[src/rtl/reg_host_if.sv]
// rtl/reg_host_if.sv - host command decoder driving the LED controller register file
module reg_host_if (
  input  logic       clk_i,
  input  logic       rst_i,
  input  logic       frame_active_i,
  input  logic       byte_vld_i,
  input  logic [7:0] byte_data_i,
  output logic [2:0] reg_rd_addr_o,
  input  logic [7:0] reg_rd_data_i,
  output logic       reg_wr_en_o,
  output logic [2:0] reg_wr_addr_o,
  output logic [7:0] reg_wr_data_o,
  output logic [7:0] tx_byte_o,
  output logic       tx_load_o,
  output logic       cmd_err_o
);

  typedef enum logic [2:0] {
    IDLE  = 3'd0,
    CMD   = 3'd1,
    WRITE = 3'd2,
    READ  = 3'd3,
    ERR   = 3'd4
  } state_t;

  state_t     r_state;
  logic [2:0] r_addr;
  logic       r_fetch;
  logic       w_accept;

  assign w_accept = byte_vld_i & frame_active_i;

  always_ff @(posedge clk_i or posedge rst_i) begin
    if (rst_i) begin
      r_state       <= IDLE;
      r_addr        <= 3'd0;
      r_fetch       <= 1'b0;
      reg_rd_addr_o <= 3'd0;
      reg_wr_en_o   <= 1'b0;
      reg_wr_addr_o <= 3'd0;
      reg_wr_data_o <= 8'd0;
      tx_byte_o     <= 8'd0;
      tx_load_o     <= 1'b0;
      cmd_err_o     <= 1'b0;
    end else begin
      reg_wr_en_o <= 1'b0;
      cmd_err_o   <= 1'b0;
      r_fetch     <= 1'b0;
      // A fetch scheduled last edge completes even if the frame has just ended.
      tx_load_o   <= r_fetch;
      if (r_fetch) begin
        tx_byte_o <= reg_rd_data_i;
      end

      if (!frame_active_i) begin
        r_state <= IDLE;
      end else begin
        case (r_state)
          IDLE: r_state <= CMD;
          CMD: begin
            if (w_accept) begin
              if (byte_data_i[6:3] != 4'b0000) begin
                r_state   <= ERR;
                cmd_err_o <= 1'b1;
              end else if (byte_data_i[7]) begin
                r_state <= WRITE;
                r_addr  <= byte_data_i[2:0];
              end else begin
                r_state       <= READ;
                reg_rd_addr_o <= byte_data_i[2:0];
                r_fetch       <= 1'b1;
              end
            end
          end
          WRITE: begin
            if (w_accept) begin
              // Host addresses 0 and 1 are read-only; the byte is dropped.
              if (r_addr >= 3'd2) begin
                reg_wr_en_o   <= 1'b1;
                reg_wr_addr_o <= r_addr - 3'd2;
                reg_wr_data_o <= byte_data_i;
              end
              r_addr <= r_addr + 3'd1;
            end
          end
          READ: begin
            if (w_accept) begin
              reg_rd_addr_o <= reg_rd_addr_o + 3'd1;
              r_fetch       <= 1'b1;
            end
          end
          default: r_state <= ERR;
        endcase
      end
    end
  end

endmodule

[config.mk]
export PLATFORM = sky130hd
export DESIGN_NAME = reg_host_if
export DESIGN_NICKNAME = d
export VERILOG_FILES = /design/src/rtl/reg_host_if.sv
export SDC_FILE = /design/constraint.sdc
export NUM_CORES = 1
export LEC_CHECK = 0
export ABC_AREA = 0
export CORE_MARGIN = 1
export CORE_UTILIZATION = 41
export DETAILED_ROUTE_END_ITERATION = 7
export PLACE_DENSITY = 0.75
export REMOVE_ABC_BUFFERS = 1
export SYNTH_ARGS = -nofsm -noshare
export SYNTH_HDL_FRONTEND = slang
export SYNTH_SLANG_ARGS = --single-unit
[constraint.sdc]
create_clock -name clk_i -period 1.9 [get_ports clk_i]
set_clock_uncertainty 0.2 [all_clocks]
set_input_delay 0.475 -clock clk_i [delete_from_list [all_inputs] [get_ports clk_i]]
set_output_delay 0.475 -clock clk_i [all_outputs]
set_load 0.1 [all_outputs]
## Word level (Yosys, flattened, before mapping)

Cells that the tools add are included.
Widths: inputs -> output; s select.

| word-level totals | value |
|---|---|
| register bits after elaboration | 32 |
| input bits | 20 |
| output and inout bits | 25 |
| word-level logic and storage cells | 64 |

| cells by class | value |
|---|---|
| add/sub/neg operators | 3 |
| magnitude comparators | 1 |
| eq/ne operators | 11 |
| muxes and demuxes | 29 |
| bitwise operators | 1 |
| reductions and logical operators | 9 |

Operators by type and width:

| cell | number |
|---|---|
| $mux 3 | 11 |
| $mux 1 | 14 |
| $ne 2x2->1 const B | 7 |
| $pmux 3 s2 | 2 |
| $reduce_and 6->1 | 2 |
| $pmux 3 s3 | 1 |
| $add 3x1->3 const B | 2 |
| $eq 3x2->1 const B | 2 |
| $reduce_and 4->1 | 1 |
| $reduce_bool 2->1 | 2 |
| $reduce_bool 4->1 | 1 |
| $eq 3x1->1 const B | 1 |
| $ge 3x2->1 const B | 1 |
| $logic_not 3->1 | 1 |
| $ne 3x3->1 const B | 1 |
| $sub 3x2->3 const B | 1 |
| $pmux 1 s2 | 1 |
| $reduce_and 2->1 | 1 |
| $reduce_or 2->1 | 1 |
| $and 1x1->1 | 1 |

## Longest topological paths before layout

Gate-level depths: netlist (run 1).

| depth | value |
|---|---|
| depth after elaboration | 5 |
| depth in mapped cells | 7 |
| mapped depth without buffers | 6 |

## Least setup slack after synthesis (run 1)

OpenSTA, ideal clock, no wires.

| path | value |
|---|---|
| kind | register -> register |
| start | register r_state[1] |
| end | register reg_wr_data_o[0] |
| setup time | 125 ps |
| data arrival time | 1565 ps |
| required time | 1575 ps |
| setup slack | 9 ps |
| stages on the path, launching flop included | 5 |
| path buffers | 1 |
| clock period less this slack | 1891 ps |
| cells stage by stage | dfrtp_1 > or3b_4 > a211oi_4 > buf_6 > mux2_2 |

| on the way | value |
|---|---|
| cells in the longest elaborated chain, start to end | 2 |

RTL lines:

| element | line | text |
|---|---|---|
| start, declared | 26 | `state_t r_state;` |
| start signal, assigned | 35 | `r_state <= IDLE;` |
| start signal, assigned | 56 | `r_state <= IDLE;` |
| start signal, assigned | 59 | `IDLE: r_state <= CMD;` |
| $eq 3x2->1 | 58 | `case (r_state)` |
| $reduce_and 4->1 (no source line) | - |  |
| end signal, assigned | 81 | `reg_wr_data_o <= byte_data_i;` |
| end, declared | 12 | `output logic [7:0] reg_wr_data_o,` |

No other way between the ends.
A chain may end at the register's enable or synchronous reset.

## Worst setup path in the final report (run 1)

| path | value |
|---|---|
| start | input port byte_data_i[7] |
| end | register r_addr[2] |

| on the way | value |
|---|---|
| cells in the longest elaborated chain, start to end | 2 |

RTL lines:

| element | line | text |
|---|---|---|
| start, declared | 7 | `input logic [7:0] byte_data_i,` |
| $ne 2x2->1 (no source line) | - |  |
| $reduce_and 6->1 (no source line) | - |  |
| end signal, assigned | 67 | `r_addr <= byte_data_i[2:0];` |
| end signal, assigned | 83 | `r_addr <= r_addr + 3'd1;` |
| end, declared | 27 | `logic [2:0] r_addr;` |

No other way between the ends.

==> flow_metrics.py, run 1 <==
metrics = {
    "power_and_ir_drop": {
        "ir_drop_uv": 535.2,
        "p_total_w": 0.001874,
        "leakage_nw": 1.107,
        "power.density_nw_per_um2": 785.1,
    },
    "grt": {
        "grt_pass1_vias": 1143,
        "overflow": 0,
        "track_usage_pct": 19.99,
        "grt_max_degree": 33,
        "grt_pass1_wl_um": 5209,
        "antenna_found_initial": 0,
    },
    "place": {
        "port_buffers": 44,
        "gp_congestion": 0.7982,
        "dp_hpwl_um": 2597,
        "postPlaceCellArea_um2": 2308,
    },
    "routing": {
        "drc": 0,
        "drt-initial-drc-count": 14,
        "dr_total_vias": 1129,
        "routed_wl_um": 3273,
        "wl_per_cell_um": 14.55,
        "ant_nets": 0,
        "first_pass_iters": 4,
        "via_per_inst": 5.018,
    },
    "floorplan": {
        "fp.dieArea_um2": 3747,
        "core_um2": 3337,
        "die_x_um": 61.22,
        "start_util_pct": 43.08,
        "ios": 45,
        "rows": 21,
        "die_y_um": 61.22,
    },
    "critical_path": {
        "cp.arrival_ns": 1.90,
        "reg2reg_to": "reg_wr_data_o[6]$_DFFE_PP0P_",
        "critPathKind": "input pin to flip-flop",
        "r2r_slack_ns": 0.02,
        "cp_max_fo": 4,
        "critPathRequiredTime_ns": 1.92,
        "r2r_start": "r_state[2]$_DFFE_PP0P_",
        "worstRegToRegCells": 4,
        "startpoint_type": "input pin",
        "end_kind": "flip-flop",
    },
    "worst_hold_path": {
        "whs_path_depth": 2,
        "hp-class": "input pin to flip-flop",
        "hold_path_startpoint": "byte_data_i[3]",
        "min_to": "reg_wr_data_o[3]$_DFFE_PP0P_",
    },
    "cts": {
        "clk_pin_slew_ns": 0.09,
        "cts_hold_buffers": 0,
        "cts_sinks": 32,
        "htree_levels": 2,
        "clk_latency_ns": 0.33,
        "cts_buffer_depth": 2,
        "cts_tree": "done",
        "cts_root_buf": "clkbuf_4",
        "cts_buffers": 5,
    },
    "yosys": {
        "synth_compound_area_share_pct": 10.18,
        "ys_types": 32,
        "ys_warn_count": 0,
        "synth_xor_xnor_area_share_pct": 0,
        "syn-cell-area_um2": 1438,
        "post_synth_fa_ha_maj_area_fraction_pct": 3.481,
        "synth-simple-area-share_pct": 11.84,
        "ys_seq_elements": 32,
        "netlist_instances": 112,
        "synth_mux_area_share_pct": 16.19,
        "syn_area_per_cell_um2": 12.84,
        "synth_top_family_by_area": "multiplexers",
        "ys_seq_area_share_pct": 55.70,
    },
    "timing": {
        "max-slew-margin-rel_pct": 78.71,
        "timing.final.crit_period_ns": 1.887,
        "timing.fmax_ghz": 0.5300,
        "worst_slew_pin_slew_ns": 0.3193,
        "hold_viol_final": 0,
        "drv_slew": 0,
        "min_period_over_period_pct": 99.30,
        "finalSetupViolCount": 0,
        "rsz0062_at_grt": "yes",
    },
    "flow_run": {
        "drv_cap": 0,
    },
    "final_layout": {
        "fillers": 232,
        "syn_to_final_growth_pct": 66.06,
        "antenna_cells": 0,
        "utilization_pct": 71.54,
        "drive_above_1_share_pct": 41.90,
        "nets": 202,
        "fin_area_um2": 2387,
    },
    "status": {
        "status": "completed",
    },
}
[registers in the layout (all words and copies together), names as in the netlist, 3 cells and up]
register / count
reg_wr_data_o: 8
tx_byte_o: 8
r_addr: 3
r_state: 3
reg_rd_addr_o: 3
reg_wr_addr_o: 3
[what timing repair did]
action | in CTS | in global routing
setup endpoints to repair | 7 | 13
gates resized for setup | 3 | 3
setup buffers | 2 | 0
pin swaps | 4 | 3
cloned | 0 | 0
[layer usage]
layer / track usage [%] / up-vias / wire length, um / part of all wire, %
met5: 0 / - / 0 / 0
met4: 9.091 / 0 / 69 / 2.1
met3: 6.723 / 8 / 228 / 7.0
met2: 35.09 / 49 / 1701 / 52
met1: 21.83 / 537 / 1273 / 39
li1: - / 535 / - / -
[synth_stat cells]
cell,count,share of area [%]
nor2_1,4,1.0
nor4_1,1,0.44
o21ai_1,1,0.35
nor3_1,5,1.7
dfrtp_1,32,56
a211oi_4,2,2.8
nor2b_1,2,0.87
or4_4,1,0.78
mux2_2,18,14
nand2b_1,2,0.87
or3b_4,1,0.78
o21ai_0,1,0.35
mux2i_1,3,2.1
inv_1,6,1.6
clkbuf_1,1,0.26
or3_1,1,0.44
buf_6,1,0.78
nand4b_1,1,0.61
o21bai_1,1,0.52
a22oi_1,1,0.52
nand2_1,7,1.8
o221a_2,2,1.6
o21a_1,1,0.52
nor4_2,1,0.87
o22a_1,1,0.61
nand3_1,2,0.70
a21oi_1,5,1.7
nand4_1,1,0.44
o31a_1,1,0.61
ha_1,4,3.5
a2bb2oi_1,1,0.61
or2_2,1,0.44
[worst max path at each step]
| stage | cells after the start | to | startpoint |
|---|---|---|---|
| 2_1_floorplan | 3 | reg_wr_addr_o[0]$_DFFE_PP0P_ | r_state[1]$_DFFE_PP0P_ |
| 3_3_place_gp | 5 | reg_rd_addr_o[2]$_DFFE_PP0P_ | byte_data_i[3] |
| 3_5_place_dp | 5 | reg_rd_addr_o[2]$_DFFE_PP0P_ | byte_data_i[3] |
| 4_1_cts | 4 | reg_wr_data_o[6]$_DFFE_PP0P_ | r_state[2]$_DFFE_PP0P_ |
| 5_1_grt | 4 | reg_wr_addr_o[1]$_DFFE_PP0P_ | r_state[2]$_DFFE_PP0P_ |
| 6_report | 5 | r_addr[2]$_DFFE_PP0P_ | byte_data_i[7] |
[through the flow]
stage / setup WS [ns] / std cells / hold WS [ns] / TNS, ns
after floorplan: -0.05895 / 110 / 0.3323 / -0.5895
after global placement: -0.4766 / 215 / 0.3550 / -6.131
after detailed placement: -0.5380 / 215 / 0.3617 / -6.948
after CTS: 0.01821 / 225 / 0.2947 / 0
after global routing: -0.01417 / 225 / 0.2729 / -0.09350
final: 0.01324 / 225 / 0.2930 / 0
[worst max-delay path: stages]
cell and delay, ns:
clkdlybuf4s50_1 0.48, nor2b_1 0.20, nand3_1 0.17, or2_2 0.32, o221a_2 0.27
[cells in the final DEF (no fill, tap or decap), types with 4 or more instances in the layout]
cell type | netlist | routed
a21oi_1 | 5 | 5
buf_12 | 0 | 27
buf_4 | 0 | 14
clkbuf_4 | 0 | 5
clkdlybuf4s50_1 | 0 | 15
dfrtp_1 | 32 | 32
ha_1 | 4 | 4
inv_1 | 6 | 6
mux2_2 | 18 | 18
nand2_1 | 7 | 6
nor2_1 | 4 | 4
nor3_1 | 5 | 5
[cells by family (layout without fill, tap and decap cells)]
family,count (synthesis),count (layout)
AO/OA/AOI/OAI,17,17
adder cells (fa/ha/maj),4,4
buffers and inverters,8,75
flip-flops,32,32
multiplexers,21,21
AND/OR/NAND/NOR,30,30
[area by class of cell]
class / count / area [um^2] / area share (%)
repair buffers: 61 / 845.8 / 35.43
clock buffers: 8 / 58.81 / 2.463
flip-flops and latches: 32 / 800.8 / 33.54
inverters: 6 / 22.52 / 0.9434
well taps: 46 / 57.56 / 2.411
multi-input cells: 72 / 601.8 / 25.21
[power breakdown]
group,total (W),internal (W),switching (W),leakage [nW]
sequential,0.000798,0.000736,0.0000617,0.426
clock,0.000396,0.000182,0.000214,0.0326
combinational,0.000680,0.000270,0.000410,0.648
Power figures use the tool's default switching activity.
==> run 2: changes to the inputs <==
--- a/config.mk
+++ b/config.mk
@@ -10,6 +10,7 @@
 export CORE_UTILIZATION = 41
 export DETAILED_ROUTE_END_ITERATION = 7
 export PLACE_DENSITY = 0.75
+export RECOVER_POWER = 50
 export REMOVE_ABC_BUFFERS = 1
 export SYNTH_ARGS = -nofsm -noshare
 export SYNTH_HDL_FRONTEND = slang
==> run 2 against run 1 <==
Worst hold slack unchanged. Critical endpoint unchanged. Count of clock-buffer cells in the layout did not move. Non-clock buffer count did not move. Highest routed layer unchanged.
==> flow_metrics.py, run 2 (synthesis results as in run 1) <==
metrics = {
    "status": {
        "status": "completed",
    },
    "grt": {
        "grt_pass1_vias": 1143,
        "grt_max_degree": 33,
        "overflow": 0,
        "antenna_found_initial": 0,
        "track_usage_pct": 19.99,
        "grt_pass1_wl_um": 5209,
    },
    "critical_path": {
        "worstRegToRegCells": 4,
        "r2r_slack_ns": 0.02,
        "cp_max_fo": 4,
        "reg2reg_to": "reg_wr_data_o[6]$_DFFE_PP0P_",
        "r2r_start": "r_state[2]$_DFFE_PP0P_",
        "startpoint_type": "input pin",
        "end_kind": "flip-flop",
        "critPathKind": "input pin to flip-flop",
        "critPathRequiredTime_ns": 1.92,
        "crit_start": "byte_data_i[7]",
        "cp.arrival_ns": 1.90,
    },
    "timing": {
        "worst_slack_ns": 0.01324,
        "hold_viol_final": 0,
        "drv_slew": 0,
        "fin_hold_ws_ns": 0.2930,
        "worst_slew_pin_slew_ns": 0.7731,
        "timing.fmax_ghz": 0.5300,
        "rsz0062_at_grt": "yes",
        "finalSetupViolCount": 0,
        "min_period_over_period_pct": 99.30,
        "timing.final.crit_period_ns": 1.887,
        "max-slew-margin-rel_pct": 48.46,
    },
    "place": {
        "gp_congestion": 0.7982,
        "dp_hpwl_um": 2597,
        "port_buffers": 44,
        "pre_cts_slack_ns": -0.5380,
    },
    "routing": {
        "dr_total_vias": 1130,
        "ant_nets": 0,
        "routed_wl_um": 3272,
        "drc": 0,
        "first_pass_iters": 4,
        "drt-initial-drc-count": 14,
        "via_per_inst": 5.022,
        "wl_per_cell_um": 14.54,
    },
    "cts": {
        "clk_pin_slew_ns": 0.09,
        "cts_buffers": 5,
        "cts_root_buf": "clkbuf_4",
        "cts_buffer_depth": 2,
        "cts_tree": "done",
        "cts_hold_buffers": 0,
        "clk_latency_ns": 0.33,
        "cts_sinks": 32,
        "htree_levels": 2,
    },
    "final_layout": {
        "fillers": 234,
        "drive_above_1_share_pct": 41.90,
        "nets": 202,
        "layout_commonest_cell": "dfrtp_1",
        "reg_top3": "reg_wr_data_o: 8 flops, tx_byte_o: 8 flops",
        "syn_to_final_growth_pct": 65.01,
        "layout_common_cells": "dfrtp_1 (32), buf_12 (26), mux2_2 (18)",
        "antenna_cells": 0,
    },
    "floorplan": {
        "die_y_um": 61.22,
        "start_util_pct": 43.08,
        "ios": 45,
        "rows": 21,
        "core_um2": 3337,
        "die_x_um": 61.22,
        "fp.dieArea_um2": 3747,
    },
    "power_and_ir_drop": {
        "ir_drop_uv": 535.2,
        "power.density_nw_per_um2": 788.2,
        "leakage_nw": 1.102,
    },
    "worst_hold_path": {
        "min_to": "reg_wr_data_o[3]$_DFFE_PP0P_",
        "hp-class": "input pin to flip-flop",
        "whs_path_depth": 2,
        "hold_path_startpoint": "byte_data_i[3]",
    },
    "flow_run": {
        "drv_cap": 0,
    },
}
## run 2: cell count changes in the layout (fill, tap and decap cells not counted)
cell             before  now
dlygate4sd3_1         0    1
clkbuf_2              0    1
clkdlybuf4s50_1      15   14
buf_12               27   26
## run 2: critical path, stage by stage
cell	delay, ns
clkdlybuf4s50_1	0.48
nor2b_1	0.20
nand3_1	0.17
or2_2	0.32
o221a_2	0.27
## run 2: report_power, final
part | switching [W] | leakage [nW] | internal (W)
Sequential | 0.0000617 | 0.426 | 0.000736
Clock | 0.000214 | 0.0326 | 0.000182
Combinational | 0.000410 | 0.643 | 0.000266
## run 2: final cells by class
class	count	area (um^2)	area share [%]
repair buffers	61	830.8	35.02
flip-flops and latches	32	800.8	33.76
multi-input cells	72	601.8	25.37
clock buffers	8	58.81	2.479
well taps	46	57.56	2.426
inverters	6	22.52	0.9494
## run 2: stage by stage
| stage | setup TNS, ns | cell area, um^2 | total power (W) | cells | utilization, % |
|---|---|---|---|---|---|
| floorplan | -0.5895 | 1423 | 0.001196 | 110 | - |
| global placement | -6.131 | 2308 | 0.001483 | 215 | 69.18 |
| detailed placement | -6.948 | 2308 | 0.001498 | 215 | 69.18 |
| CTS | 0 | 2379 | 0.001902 | 225 | 71.28 |
| global route | -0.09350 | 2372 | 0.001957 | 225 | 71.09 |
| finish | 0 | 2372 | 0.001870 | 225 | 71.09 |
## run 2: how the worst max path moves through the flow
| stage | to | slack, ns | depth (start not counted) |
|---|---|---|---|
| after floorplan | reg_wr_addr_o[0]$_DFFE_PP0P_ | -0.06 | 3 |
| after global placement | reg_rd_addr_o[2]$_DFFE_PP0P_ | -0.48 | 5 |
| after detailed placement | reg_rd_addr_o[2]$_DFFE_PP0P_ | -0.54 | 5 |
| after CTS | reg_wr_data_o[6]$_DFFE_PP0P_ | 0.02 | 4 |
| after global routing | reg_wr_addr_o[1]$_DFFE_PP0P_ | -0.01 | 4 |
| final | r_addr[2]$_DFFE_PP0P_ | 0.01 | 5 |
## run 2: layer usage
layer / global-route usage [%] / share of wire (%)
met5: 0 / 0
met4: 9.091 / 2.1
met3: 6.723 / 7.0
met2: 35.09 / 52
met1: 21.83 / 39
## run 2: repair_timing
item | in CTS | in global routing
endpoints found under the setup margin | 7 | 13
gates resized for setup | 3 | 3
buffers inserted | 2 | 0
pin swaps | 4 | 3
==> run 3: changes to the inputs <==
--- a/config.mk
+++ b/config.mk
@@ -6,8 +6,10 @@
 export NUM_CORES = 1
 export LEC_CHECK = 0
 export ABC_AREA = 0
+export CORE_ASPECT_RATIO = 1.75
 export CORE_MARGIN = 1
 export CORE_UTILIZATION = 41
+export CTS_CLUSTER_SIZE = 16
 export DETAILED_ROUTE_END_ITERATION = 7
 export PLACE_DENSITY = 0.75
 export RECOVER_POWER = 50
==> run 3 against run 2 <==
Global-route usage fell by 0.12 points. Sequential power is essentially flat. Non-clock buffer count is 1 higher. Setup slack better by 0.027 ns. Clock power grew 40%. Utilization increased by 1.4 points. Critical path type unchanged. Highest routed layer unchanged.
==> flow_metrics.py, run 3 (synthesis results as in run 1) <==
metrics = {
    "final_layout": {
        "reg_top3": "reg_wr_data_o: 8 flops, tx_byte_o: 8 flops",
        "syn_to_final_growth_pct": 69.63,
        "drive_above_1_share_pct": 45.25,
        "antenna_cells": 0,
        "layout_commonest_cell": "dfrtp_1",
        "layout_common_cells": "dfrtp_1 (32), buf_12 (26), mux2_2 (16)",
        "seq_area_um2": 800.8,
        "utilization_pct": 72.51,
        "multi_input_area_um2": 620.6,
        "fillers": 229,
        "nets": 203,
    },
    "floorplan": {
        "fp.dieArea_um2": 3756,
        "start_util_pct": 42.75,
        "rows": 28,
        "ios": 45,
        "core_um2": 3363,
        "die_x_um": 46.76,
        "die_y_um": 80.34,
    },
    "timing": {
        "fin_setup_tns_ns": 0,
        "finalSetupViolCount": 0,
        "min_period_over_period_pct": 97.87,
        "rsz0062_at_grt": "no",
        "fin_hold_ws_ns": 0.2792,
        "max-slew-margin-rel_pct": 48.51,
        "timing.final.crit_period_ns": 1.859,
        "worst_slew_pin_slew_ns": 0.7724,
        "drv_slew": 0,
        "hold_viol_final": 0,
        "timing.fmax_ghz": 0.5378,
    },
    "cts": {
        "htree_levels": 2,
        "cts_hold_buffers": 0,
        "cts_tree": "done",
        "clk_latency_ns": 0.28,
        "cts_sinks": 32,
        "cts_root_buf": "clkbuf_8",
        "cts_buffer_depth": 2,
        "cts_buffers": 5,
        "clk_pin_slew_ns": 0.06,
    },
    "power_and_ir_drop": {
        "ir_drop_uv": 666.7,
        "intPower_w": 0.001329,
        "clockPowerShare_pct": 27.2,
        "power.switching_w": 0.0007059,
        "p_sw_share_pct": 34.69,
        "power.density_nw_per_um2": 834.6,
        "leakage_nw": 1.139,
        "p_comb_share_pct": 33.5,
        "share_seq_of_total_power_pct": 39.3,
    },
    "critical_path": {
        "end_kind": "flip-flop",
        "critPathKind": "input pin to flip-flop",
        "startpoint_type": "input pin",
        "cp.arrival_ns": 1.83,
        "cp_max_fo": 4,
        "critPathRequiredTime_ns": 1.87,
    },
    "routing": {
        "drc": 0,
        "dr_total_vias": 1158,
        "routed_wl_um": 3298,
        "first_pass_iters": 5,
        "drt-initial-drc-count": 20,
        "wl_per_cell_um": 14.72,
        "via_per_inst": 5.170,
        "ant_nets": 0,
    },
    "grt": {
        "overflow": 0,
        "grt_pass1_wl_um": 5285,
        "grt_max_degree": 33,
        "track_usage_pct": 19.88,
        "grt_pass1_vias": 1251,
        "antenna_found_initial": 0,
    },
    "place": {
        "dp_hpwl_um": 2494,
        "port_buffers": 44,
        "gp_congestion": 0.9887,
    },
    "status": {
        "status": "completed",
    },
    "worst_hold_path": {
        "hp-class": "input pin to flip-flop",
    },
    "flow_run": {
        "drv_cap": 0,
    },
}
run 3: changes by cell type in the layout (fill, tap and decap cells not counted), moves of 2 or more:
| cell | change |
|---|---|
| clkbuf_4 | -5 |
| clkdlybuf4s15_1 | +2 |
| clkbuf_1 | -2 |
| clkbuf_8 | +6 |
| mux2_2 | -2 |
| clkdlybuf4s50_1 | -2 |
| dlygate4sd2_1 | -2 |
| mux2_4 | +2 |
run 3: path summary, 6_finish.rpt:
path | startpoint | to | slack [ns] | cells past startpoint
worst min register to register | tx_byte_o[3]$_DFFE_PP0P_ | tx_byte_o[3]$_DFFE_PP0P_ | 0.37 | 1
min in group asynchronous | rst_i | tx_byte_o[5]$_DFFE_PP0P_ | 0.66 | 3
worst max-delay path | byte_data_i[7] | r_addr[2]$_DFFE_PP0P_ | 0.04 | 5
max in group asynchronous | rst_i | cmd_err_o$_DFF_PP0_ | 0.34 | 3
worst min-delay path | byte_data_i[5] | reg_wr_data_o[5]$_DFFE_PP0P_ | 0.28 | 2
worst max register to register | r_state[2]$_DFFE_PP0P_ | reg_wr_data_o[5]$_DFFE_PP0P_ | 0.05 | 4
run 3: critical path, cell delays in order:
cell and delay [ns]:
clkdlybuf4s50_1 0.47, nor2b_2 0.20, nand3_2 0.13, or2_2 0.30
o221a_2 0.26
run 3: per-layer routing:
layer / vias to the layer above / GRT usage, % / wire [um]
li1: 533 / - / -
met1: 556 / 19.73 / 1134
met2: 59 / 36.11 / 1857
met3: 10 / 5.393 / 230
met4: 0 / 8.286 / 76
met5: - / 0 / 0
run 3: through the flow:
step	cell area (um^2)	total power [W]	setup slack [ns]	cells
2_1_floorplan	1423	0.001196	-0.05895	110
3_3_place_gp	2307	0.001483	-0.4326	214
3_5_place_dp	2307	0.001499	-0.5244	214
4_1_cts	2410	0.002052	-0.001551	222
5_1_grt	2439	0.002112	0.001380	224
6_report	2439	0.002035	0.04051	224
run 3: area by class of cell:
type | count | share of cell area, %
inverter | 6 | 0.9236
tap | 45 | 2.309
clock buffer | 7 | 3.951
timing repair buffer | 62 | 34.53
sequential | 32 | 32.84
multi-input combinational | 72 | 25.45
run 3: what timing repair did:
| action | 4_1_cts | 5_1_grt |
|---|---|---|
| cloned | 0 | 0 |
| pin swaps | 4 | 4 |
| gates resized for setup | 6 | 12 |
| buffers inserted | 1 | 2 |
| endpoints found under the setup margin | 8 | 14 |
run 3: power by group through the flow:
stage | clock network (W) | registers, W | logic, W
after floorplan | 0 | 0.00108 | 0.000114
after global placement | 0 | 0.000806 | 0.000676
after detailed placement | 0 | 0.000812 | 0.000687
after CTS | 0.000566 | 0.000801 | 0.000686
after global routing | 0.000597 | 0.000806 | 0.000709
final | 0.000553 | 0.000800 | 0.000683
